--- src/rtl/rv_ctrl_pkg.sv ---
// Shared definitions for the multi-cycle RV64I controller: opcodes, FSM states,
// ALU operation and ALU B-source encodings, and small decode helpers.
package rv_ctrl_pkg;

    localparam logic [6:0] OP_R      = 7'b0110011;
    localparam logic [6:0] OP_I      = 7'b0010011;
    localparam logic [6:0] OP_LOAD   = 7'b0000011;
    localparam logic [6:0] OP_STORE  = 7'b0100011;
    localparam logic [6:0] OP_BRANCH = 7'b1100011;

    typedef enum logic [3:0] {
        FETCH    = 4'd0,
        DECODE   = 4'd1,
        EXEC_R   = 4'd2,
        EXEC_I   = 4'd3,
        ALU_WB   = 4'd4,
        MEM_ADDR = 4'd5,
        MEM_RD   = 4'd6,
        MEM_WB   = 4'd7,
        MEM_WR   = 4'd8,
        BRANCH   = 4'd9,
        HALT     = 4'd10
    } state_t;

    // ALU operation select, shared with ALU_Ctrl
    localparam logic [1:0] ALUOP_ADD   = 2'b00;
    localparam logic [1:0] ALUOP_SUB   = 2'b01;
    localparam logic [1:0] ALUOP_FUNCT = 2'b10;

    // ALU B operand select
    localparam logic [1:0] SRCB_RT   = 2'd0;
    localparam logic [1:0] SRCB_FOUR = 2'd1;
    localparam logic [1:0] SRCB_IMM  = 2'd2;

    // State entered from DECODE for a given opcode; anything unknown halts.
    function automatic state_t decode_target(input logic [6:0] opcode);
        state_t s;
        case (opcode)
            OP_R:               s = EXEC_R;
            OP_I:               s = EXEC_I;
            OP_LOAD, OP_STORE:  s = MEM_ADDR;
            OP_BRANCH:          s = BRANCH;
            default:            s = HALT;
        endcase
        return s;
    endfunction

    // True on the cycle an instruction leaves its final state.
    function automatic logic retires(input state_t s, input logic ack);
        return (s == ALU_WB) || (s == MEM_WB) || (s == BRANCH) ||
               ((s == MEM_WR) && ack);
    endfunction

endpackage

--- src/rtl/multicycle_ctrl_if.sv ---
// Control bundle between the multi-cycle sequencer (master) and the datapath (slave).
interface multicycle_ctrl_if #(
    parameter int CNT_W = 32
);
    logic [6:0]       opcode_i;
    logic             zero_i;
    logic             dmem_ack_i;
    logic             PCWrite_o;
    logic             PCWriteCond_o;
    logic             PCSource_o;
    logic             IRWrite_o;
    logic             RegWrite_o;
    logic             MemRead_o;
    logic             MemWrite_o;
    logic             MemtoReg_o;
    logic             ALUSrcA_o;
    logic [1:0]       ALUSrcB_o;
    logic [1:0]       ALUOp_o;
    logic             halt_o;
    logic [CNT_W-1:0] cycle_cnt_o;
    logic [CNT_W-1:0] instret_o;

    modport master (
        input  opcode_i, zero_i, dmem_ack_i,
        output PCWrite_o, PCWriteCond_o, PCSource_o, IRWrite_o, RegWrite_o,
               MemRead_o, MemWrite_o, MemtoReg_o, ALUSrcA_o, ALUSrcB_o, ALUOp_o,
               halt_o, cycle_cnt_o, instret_o
    );

    modport slave (
        output opcode_i, zero_i, dmem_ack_i,
        input  PCWrite_o, PCWriteCond_o, PCSource_o, IRWrite_o, RegWrite_o,
               MemRead_o, MemWrite_o, MemtoReg_o, ALUSrcA_o, ALUSrcB_o, ALUOp_o,
               halt_o, cycle_cnt_o, instret_o
    );
endinterface

--- src/rtl/sat_counter.sv ---
// Saturating up-counter with enable and synchronous active-low clear.
module sat_counter #(
    parameter int CNT_W = 32
) (
    input  logic             clk,
    input  logic             clr_n,
    input  logic             en,
    output logic [CNT_W-1:0] cnt
);

    logic [CNT_W-1:0] cnt_reg;

    // Count when enabled, hold at all-ones instead of wrapping
    always_ff @(posedge clk) begin
        if (!clr_n) begin
            cnt_reg <= '0;
        end else if (en && (cnt_reg != {CNT_W{1'b1}})) begin
            cnt_reg <= cnt_reg + 1'b1;
        end
    end

    assign cnt = cnt_reg;

endmodule

--- src/rtl/multicycle_ctrl.sv ---
// Multi-cycle sequencer: steps each instruction through fetch/decode/execute/
// memory/write-back with Moore-decoded enables, stalls on the data-memory ack,
// halts on illegal opcodes and keeps cycle / retired-instruction counters.
module multicycle_ctrl
    import rv_ctrl_pkg::*;
#(
    parameter int CNT_W = 32
) (
    input  logic                 clk_i,
    input  logic                 nrst_i,
    multicycle_ctrl_if.master    bus
);

    state_t state_reg;
    state_t state_next;
    logic   is_store_reg;
    logic   cycle_en;
    logic   retire_en;

    // The zero flag gates PCWriteCond in the datapath, not here
    logic   zero_unused;
    assign zero_unused = bus.zero_i;

    // State register; reset returns to FETCH regardless of any pending access
    always_ff @(posedge clk_i) begin
        if (!nrst_i) begin
            state_reg <= FETCH;
        end else begin
            state_reg <= state_next;
        end
    end

    // Remember load vs store at decode so MEM_ADDR does not depend on the opcode later
    always_ff @(posedge clk_i) begin
        if (!nrst_i) begin
            is_store_reg <= 1'b0;
        end else if (state_reg == DECODE) begin
            is_store_reg <= (bus.opcode_i == OP_STORE);
        end
    end

    // Next-state logic; memory states wait for the ack
    always_comb begin
        state_next = state_reg;
        case (state_reg)
            FETCH:    state_next = DECODE;
            DECODE:   state_next = decode_target(bus.opcode_i);
            EXEC_R:   state_next = ALU_WB;
            EXEC_I:   state_next = ALU_WB;
            ALU_WB:   state_next = FETCH;
            MEM_ADDR: state_next = is_store_reg ? MEM_WR : MEM_RD;
            MEM_RD:   state_next = bus.dmem_ack_i ? MEM_WB : MEM_RD;
            MEM_WB:   state_next = FETCH;
            MEM_WR:   state_next = bus.dmem_ack_i ? FETCH : MEM_WR;
            BRANCH:   state_next = FETCH;
            HALT:     state_next = HALT;
            default:  state_next = HALT;
        endcase
    end

    // Moore output decode; everything idle unless the state asserts it
    always_comb begin
        bus.PCWrite_o     = 1'b0;
        bus.PCWriteCond_o = 1'b0;
        bus.PCSource_o    = 1'b0;
        bus.IRWrite_o     = 1'b0;
        bus.RegWrite_o    = 1'b0;
        bus.MemRead_o     = 1'b0;
        bus.MemWrite_o    = 1'b0;
        bus.MemtoReg_o    = 1'b0;
        bus.ALUSrcA_o     = 1'b0;
        bus.ALUSrcB_o     = SRCB_RT;
        bus.ALUOp_o       = ALUOP_ADD;
        bus.halt_o        = 1'b0;
        case (state_reg)
            FETCH: begin
                bus.IRWrite_o = 1'b1;
                bus.PCWrite_o = 1'b1;
                bus.ALUSrcB_o = SRCB_FOUR;
            end
            DECODE: begin
                bus.ALUSrcB_o = SRCB_IMM;
            end
            EXEC_R: begin
                bus.ALUSrcA_o = 1'b1;
                bus.ALUOp_o   = ALUOP_FUNCT;
            end
            EXEC_I: begin
                bus.ALUSrcA_o = 1'b1;
                bus.ALUSrcB_o = SRCB_IMM;
                bus.ALUOp_o   = ALUOP_FUNCT;
            end
            ALU_WB: begin
                bus.RegWrite_o = 1'b1;
            end
            MEM_ADDR: begin
                bus.ALUSrcA_o = 1'b1;
                bus.ALUSrcB_o = SRCB_IMM;
            end
            MEM_RD: begin
                bus.MemRead_o = 1'b1;
            end
            MEM_WB: begin
                bus.RegWrite_o = 1'b1;
                bus.MemtoReg_o = 1'b1;
            end
            MEM_WR: begin
                bus.MemWrite_o = 1'b1;
            end
            BRANCH: begin
                bus.ALUSrcA_o     = 1'b1;
                bus.ALUOp_o       = ALUOP_SUB;
                bus.PCWriteCond_o = 1'b1;
                bus.PCSource_o    = 1'b1;
            end
            HALT: begin
                bus.halt_o = 1'b1;
            end
            default: begin
                bus.halt_o = 1'b1;
            end
        endcase
    end

    assign cycle_en  = (state_reg != HALT);
    assign retire_en = retires(state_reg, bus.dmem_ack_i);

    sat_counter #(.CNT_W(CNT_W)) u_cycle_cnt (
        .clk   (clk_i),
        .clr_n (nrst_i),
        .en    (cycle_en),
        .cnt   (bus.cycle_cnt_o)
    );

    sat_counter #(.CNT_W(CNT_W)) u_instret (
        .clk   (clk_i),
        .clr_n (nrst_i),
        .en    (retire_en),
        .cnt   (bus.instret_o)
    );

endmodule

--- src/flat_wrapper.sv ---
// flat-port wrapper written by rule: the top's interface ports become plain ports
module multicycle_ctrl_flat import rv_ctrl_pkg::*;
#(
    parameter int CNT_W = 32
)
  (clk_i, nrst_i, bus_opcode_i, bus_zero_i, bus_dmem_ack_i, bus_PCWrite_o, bus_PCWriteCond_o, bus_PCSource_o, bus_IRWrite_o, bus_RegWrite_o, bus_MemRead_o, bus_MemWrite_o, bus_MemtoReg_o, bus_ALUSrcA_o, bus_ALUSrcB_o, bus_ALUOp_o, bus_halt_o, bus_cycle_cnt_o, bus_instret_o);
  multicycle_ctrl_if #(.CNT_W(CNT_W)) bus_i ();
  input  logic clk_i;
  input  logic nrst_i;
  input wire logic [$bits(bus_i.opcode_i)-1:0] bus_opcode_i;
  input wire logic [$bits(bus_i.zero_i)-1:0] bus_zero_i;
  input wire logic [$bits(bus_i.dmem_ack_i)-1:0] bus_dmem_ack_i;
  output wire logic [$bits(bus_i.PCWrite_o)-1:0] bus_PCWrite_o;
  output wire logic [$bits(bus_i.PCWriteCond_o)-1:0] bus_PCWriteCond_o;
  output wire logic [$bits(bus_i.PCSource_o)-1:0] bus_PCSource_o;
  output wire logic [$bits(bus_i.IRWrite_o)-1:0] bus_IRWrite_o;
  output wire logic [$bits(bus_i.RegWrite_o)-1:0] bus_RegWrite_o;
  output wire logic [$bits(bus_i.MemRead_o)-1:0] bus_MemRead_o;
  output wire logic [$bits(bus_i.MemWrite_o)-1:0] bus_MemWrite_o;
  output wire logic [$bits(bus_i.MemtoReg_o)-1:0] bus_MemtoReg_o;
  output wire logic [$bits(bus_i.ALUSrcA_o)-1:0] bus_ALUSrcA_o;
  output wire logic [$bits(bus_i.ALUSrcB_o)-1:0] bus_ALUSrcB_o;
  output wire logic [$bits(bus_i.ALUOp_o)-1:0] bus_ALUOp_o;
  output wire logic [$bits(bus_i.halt_o)-1:0] bus_halt_o;
  output wire logic [$bits(bus_i.cycle_cnt_o)-1:0] bus_cycle_cnt_o;
  output wire logic [$bits(bus_i.instret_o)-1:0] bus_instret_o;
  assign bus_i.opcode_i = bus_opcode_i;
  assign bus_i.zero_i = bus_zero_i;
  assign bus_i.dmem_ack_i = bus_dmem_ack_i;
  assign bus_PCWrite_o = bus_i.PCWrite_o;
  assign bus_PCWriteCond_o = bus_i.PCWriteCond_o;
  assign bus_PCSource_o = bus_i.PCSource_o;
  assign bus_IRWrite_o = bus_i.IRWrite_o;
  assign bus_RegWrite_o = bus_i.RegWrite_o;
  assign bus_MemRead_o = bus_i.MemRead_o;
  assign bus_MemWrite_o = bus_i.MemWrite_o;
  assign bus_MemtoReg_o = bus_i.MemtoReg_o;
  assign bus_ALUSrcA_o = bus_i.ALUSrcA_o;
  assign bus_ALUSrcB_o = bus_i.ALUSrcB_o;
  assign bus_ALUOp_o = bus_i.ALUOp_o;
  assign bus_halt_o = bus_i.halt_o;
  assign bus_cycle_cnt_o = bus_i.cycle_cnt_o;
  assign bus_instret_o = bus_i.instret_o;
  multicycle_ctrl #(.CNT_W(CNT_W)) u_core (.clk_i(clk_i), .nrst_i(nrst_i), .bus(bus_i));
endmodule
--- config.mk ---
export PLATFORM = sky130hd
export DESIGN_NAME = multicycle_ctrl_flat
export DESIGN_NICKNAME = d
export VERILOG_FILES = /design/src/rtl/rv_ctrl_pkg.sv /design/src/rtl/multicycle_ctrl_if.sv /design/src/rtl/sat_counter.sv /design/src/rtl/multicycle_ctrl.sv /design/src/flat_wrapper.sv
export SDC_FILE = /design/constraint.sdc
export NUM_CORES = 1
export LEC_CHECK = 0
export ABC_AREA = 0
export CORE_MARGIN = 10
export CORE_UTILIZATION = 43
export CTS_BUF_LIST = sky130_fd_sc_hd__clkbuf_16
export DETAILED_ROUTE_END_ITERATION = 12
export HOLD_SLACK_MARGIN = 0.05
export PLACE_DENSITY = 0.71
export SYNTH_ARGS = -nofsm -noshare
export SYNTH_HDL_FRONTEND = slang
export SYNTH_SLANG_ARGS = --single-unit
--- constraint.sdc ---
create_clock -name clk_i -period 2.5 [get_ports clk_i]
set_input_delay 0.375 -clock clk_i [delete_from_list [all_inputs] [get_ports clk_i]]
set_output_delay 0.375 -clock clk_i [all_outputs]
set_load 0.005 [all_outputs]
==> run summary, run 1 <==
clock buffer count from CTS = 9
CTS clk-pin slew, worst paths = 0.06 ns
placer's final routability congestion estimate = 0.8987
placed inst area = 4786 sq um
Syn-to-layout area delta = 34.19%
Die Y-Extent = 113.8 microns
FF-to-FF setup slack = 0.20 ns
die width = 113.8 microns
Total GRT Usage = 0.1682
Design Power = 3.121 mW
Filler Cell Count = 821
sequential share of power = 0.398
CP Buf/Inv Count = 1
Finish-stage setup viols = 0
largest net degree at the start of global routing = 31
dpl hpwl = 7902 microns
largest fanout on the critical path = 17
Buffers on Ports = 87
syn avg cell area = 7.949 sq um
initial antenna violation count = 0
CTS tree = built
type of the most critical hold path = reg -> reg
Hold Vio Cnt, Final = 0
drt wl/cell = 16.23 microns
top_reg_cell synth = dfxtp_1
critical path class = reg -> out
Startpoint Class = flip-flop
distinct cell type count after synthesis = 54
max cap viols = 0
Final nets = 573
Critical Path End Type = output port
Slew headroom = 0.6174
R2R Path Start = u_core.state_reg[1]
vias in the first global route = 3,829
Worst Skew = 0.009274 ns
Finished Cell Area = 5077 sq um
cells after synthesis = 476
largest stage delay on the critical path = 0.68 ns
hold endpoint = u_core.u_cycle_cnt.cnt[13]
Switching Fraction = 0.2794
post-cts sizing count = 0
Worst VDD drop = 0.3872 mV
core area = 8636 sq um
sequential share of the synthesized area = 0.3651
Clock Power Share = 0.403
r2r endpoint = u_core.u_cycle_cnt.cnt[27]
total gr overflow = 0
Yosys reg bits = 69
Final min period = 2.311 ns
actual slew at the worst max-slew pin = 0.5731 ns
antenna cells = 0
Antenna Nets Post-Route = 0
WL final = 10,920 microns
# rows = 34
Post-synth EDFFs = 0
synthesized area = 3784 sq um
cell class contributing the biggest share of worst-path delay = flip-flops
Required @ worst endpoint = 2.12 ns
Slew Viols, Final = 0
min-delay src = u_core.u_cycle_cnt.cnt[13]
clk sink count = 69
worst r2r path cells = 6
DR vias = 3,994
CP cell instances = xnor2_1 -> and2_1 -> clkdlybuf4s50_1
Synth Warn # = 0
Initial Utilization = 0.4381
Lkg Pwr = 1.576 nW
async set-or-reset flop fraction in the synthesized netlist = 0
slowest CP cell = dfxtp_1
CP arrival = 1.94 ns
Max Root-Sink Buffers = 2
clock latency on the worst-skew pair = 0.33 ns
global-route wire length before repair = 18,580 microns
post-CTS setup buffer count = 0
via/cell ratio = 5.935
cell-internal power = 2.249 mW
Hold Path Stages = 2
Synth Net Count = 489
RSZ-0062 raised after global routing = false
Boundary Pins = 89
cts hold-fix bufs = 0
htree depth = 3
number of remaining DRC errors = 0
outcome = completed
DRT iter0 DRCs = 216
Pwr Density = 614.7 nW/um^2
Setup TNS = 0 ns
period utilization = 0.9245
Logic pwr share = 0.200
Die Footprint = 12,950 sq um
P_sw = 0.8719 mW
share of cells above drive strength 1 = 0.07611
DRT Pass-1 Iters = 5
root buffer cell = clkbuf_16
Max Freq = 0.4326 GHz
routing by layer:
layer | track usage | wire (microns) | vias up
li1 | - | - | 1979
met1 | 0.1931 | 4454 | 1888
met2 | 0.2841 | 5349 | 110
met3 | 0.05564 | 917 | 17
met4 | 0.06266 | 201 | 0
met5 | 0 | 0 | -
power by group through the flow:
stage,clock (mW),sequential (mW),combinational [mW]
final,1.26,1.24,0.623
after global routing,1.32,1.26,0.691
after CTS,1.28,1.24,0.632
after detailed placement,0,1.26,0.630
after global placement,0,1.26,0.620
after floorplan,0,1.20,0.387
per-stage QoR:
| step | hold WS, ns | utilization | cells | setup WS (ns) |
|---|---|---|---|---|
| global placement | 0.4804 | 0.5542 | 657 | 0.07019 |
| finish | 0.4987 | 0.5879 | 673 | 0.1886 |
| CTS | 0.4987 | 0.5879 | 673 | 0.1805 |
| floorplan | 0.4592 | - | 476 | 0.5250 |
| global route | 0.5279 | 0.5879 | 673 | 0.01059 |
| detailed placement | 0.4891 | 0.5542 | 657 | -0.05728 |
logic make-up after synthesis:
family,Yosys count,share of synthesized area
xor gates and xnor gates,7,0.01620
DFF,69,0.3651
adders and majority gates,2,0.006613
buffers and inverters,38,0.04134
AOI/OAI and AO/OA,120,0.1918
muxes,10,0.02646
and+or+nand+nor,230,0.3525
worst max-delay path by stage:
stage                                          from                         end  slack [ns]  cells past startpoint
after CTS                       u_core.state_reg[0]               bus_ALUSrcA_o        0.18                      4
after floorplan           u_core.u_cycle_cnt.cnt[4]  u_core.u_cycle_cnt.cnt[17]        0.52                      5
after global placement               bus_dmem_ack_i    u_core.u_instret.cnt[22]        0.07                      7
after global routing            u_core.state_reg[1]    u_core.u_instret.cnt[22]        0.01                      6
final                           u_core.state_reg[1]              bus_RegWrite_o        0.19                      3
after detailed placement             bus_dmem_ack_i    u_core.u_instret.cnt[20]       -0.06                      7
cell usage after synthesis, types with 5 or more instances:
library cell  number  area, sq um
nand2_1           49        183.9
or3_1             27        168.9
nor3_1             9        45.04
and3_1             5        31.28
a21oi_1           45        225.2
nand3_1           22        110.1
and2_1             5        31.28
and4_1             8        70.07
nand4_1           17        106.4
o21ai_0           29        145.1
inv_1              8        30.03
o31ai_1           16        120.1
or4_1             18        135.1
dfxtp_1           69         1381
nand2b_1          11        68.82
nor4_1            16        100.1
nor2_1            24        90.09
mux2i_1           10        100.1
clkbuf_1          24        90.09
cells in the final DEF, fill, tap and decap left out, types with 11 or more instances in the layout:
cell              n
clkdlybuf4s50_1  87
dfxtp_1          69
nand2_1          49
a21oi_1          45
o21ai_0          29
or3_1            27
nor2_1           24
nand3_1          22
or4_1            18
nand4_1          17
nor4_1           16
o31ai_1          16
buf_4            15
nand2b_1         11
worst reg2reg max path: cells and delay by family, from the launching register on:
| kind | cells | cell delay (ns) |
|---|---|---|
| buffers and inverters | 1 | 0.22 |
| AOI/OAI and AO/OA | 2 | 0.51 |
| and+or+nand+nor | 3 | 1.01 |
| DFF | 1 | 0.49 |
final cells by class:
cell class	instances	area, sq um	share of cell area
Clock inverter	7	66.31	0.01306
Inverter	9	33.78	0.006654
Tap cell	108	135.1	0.02661
Sequential cell	69	1381	0.2721
Clock buffer	9	225.2	0.04436
Multi-Input combinational cell	369	2252	0.4436
Timing Repair Buffer	102	983.4	0.1937
No activity file was read; power rests on OpenSTA's default activity.
==> run 2: changes to the inputs <==
- CAP_MARGIN: not set -> 20
==> results of run 2 <==
The final DEF is identical to that of run 1; final timing and power are the same.
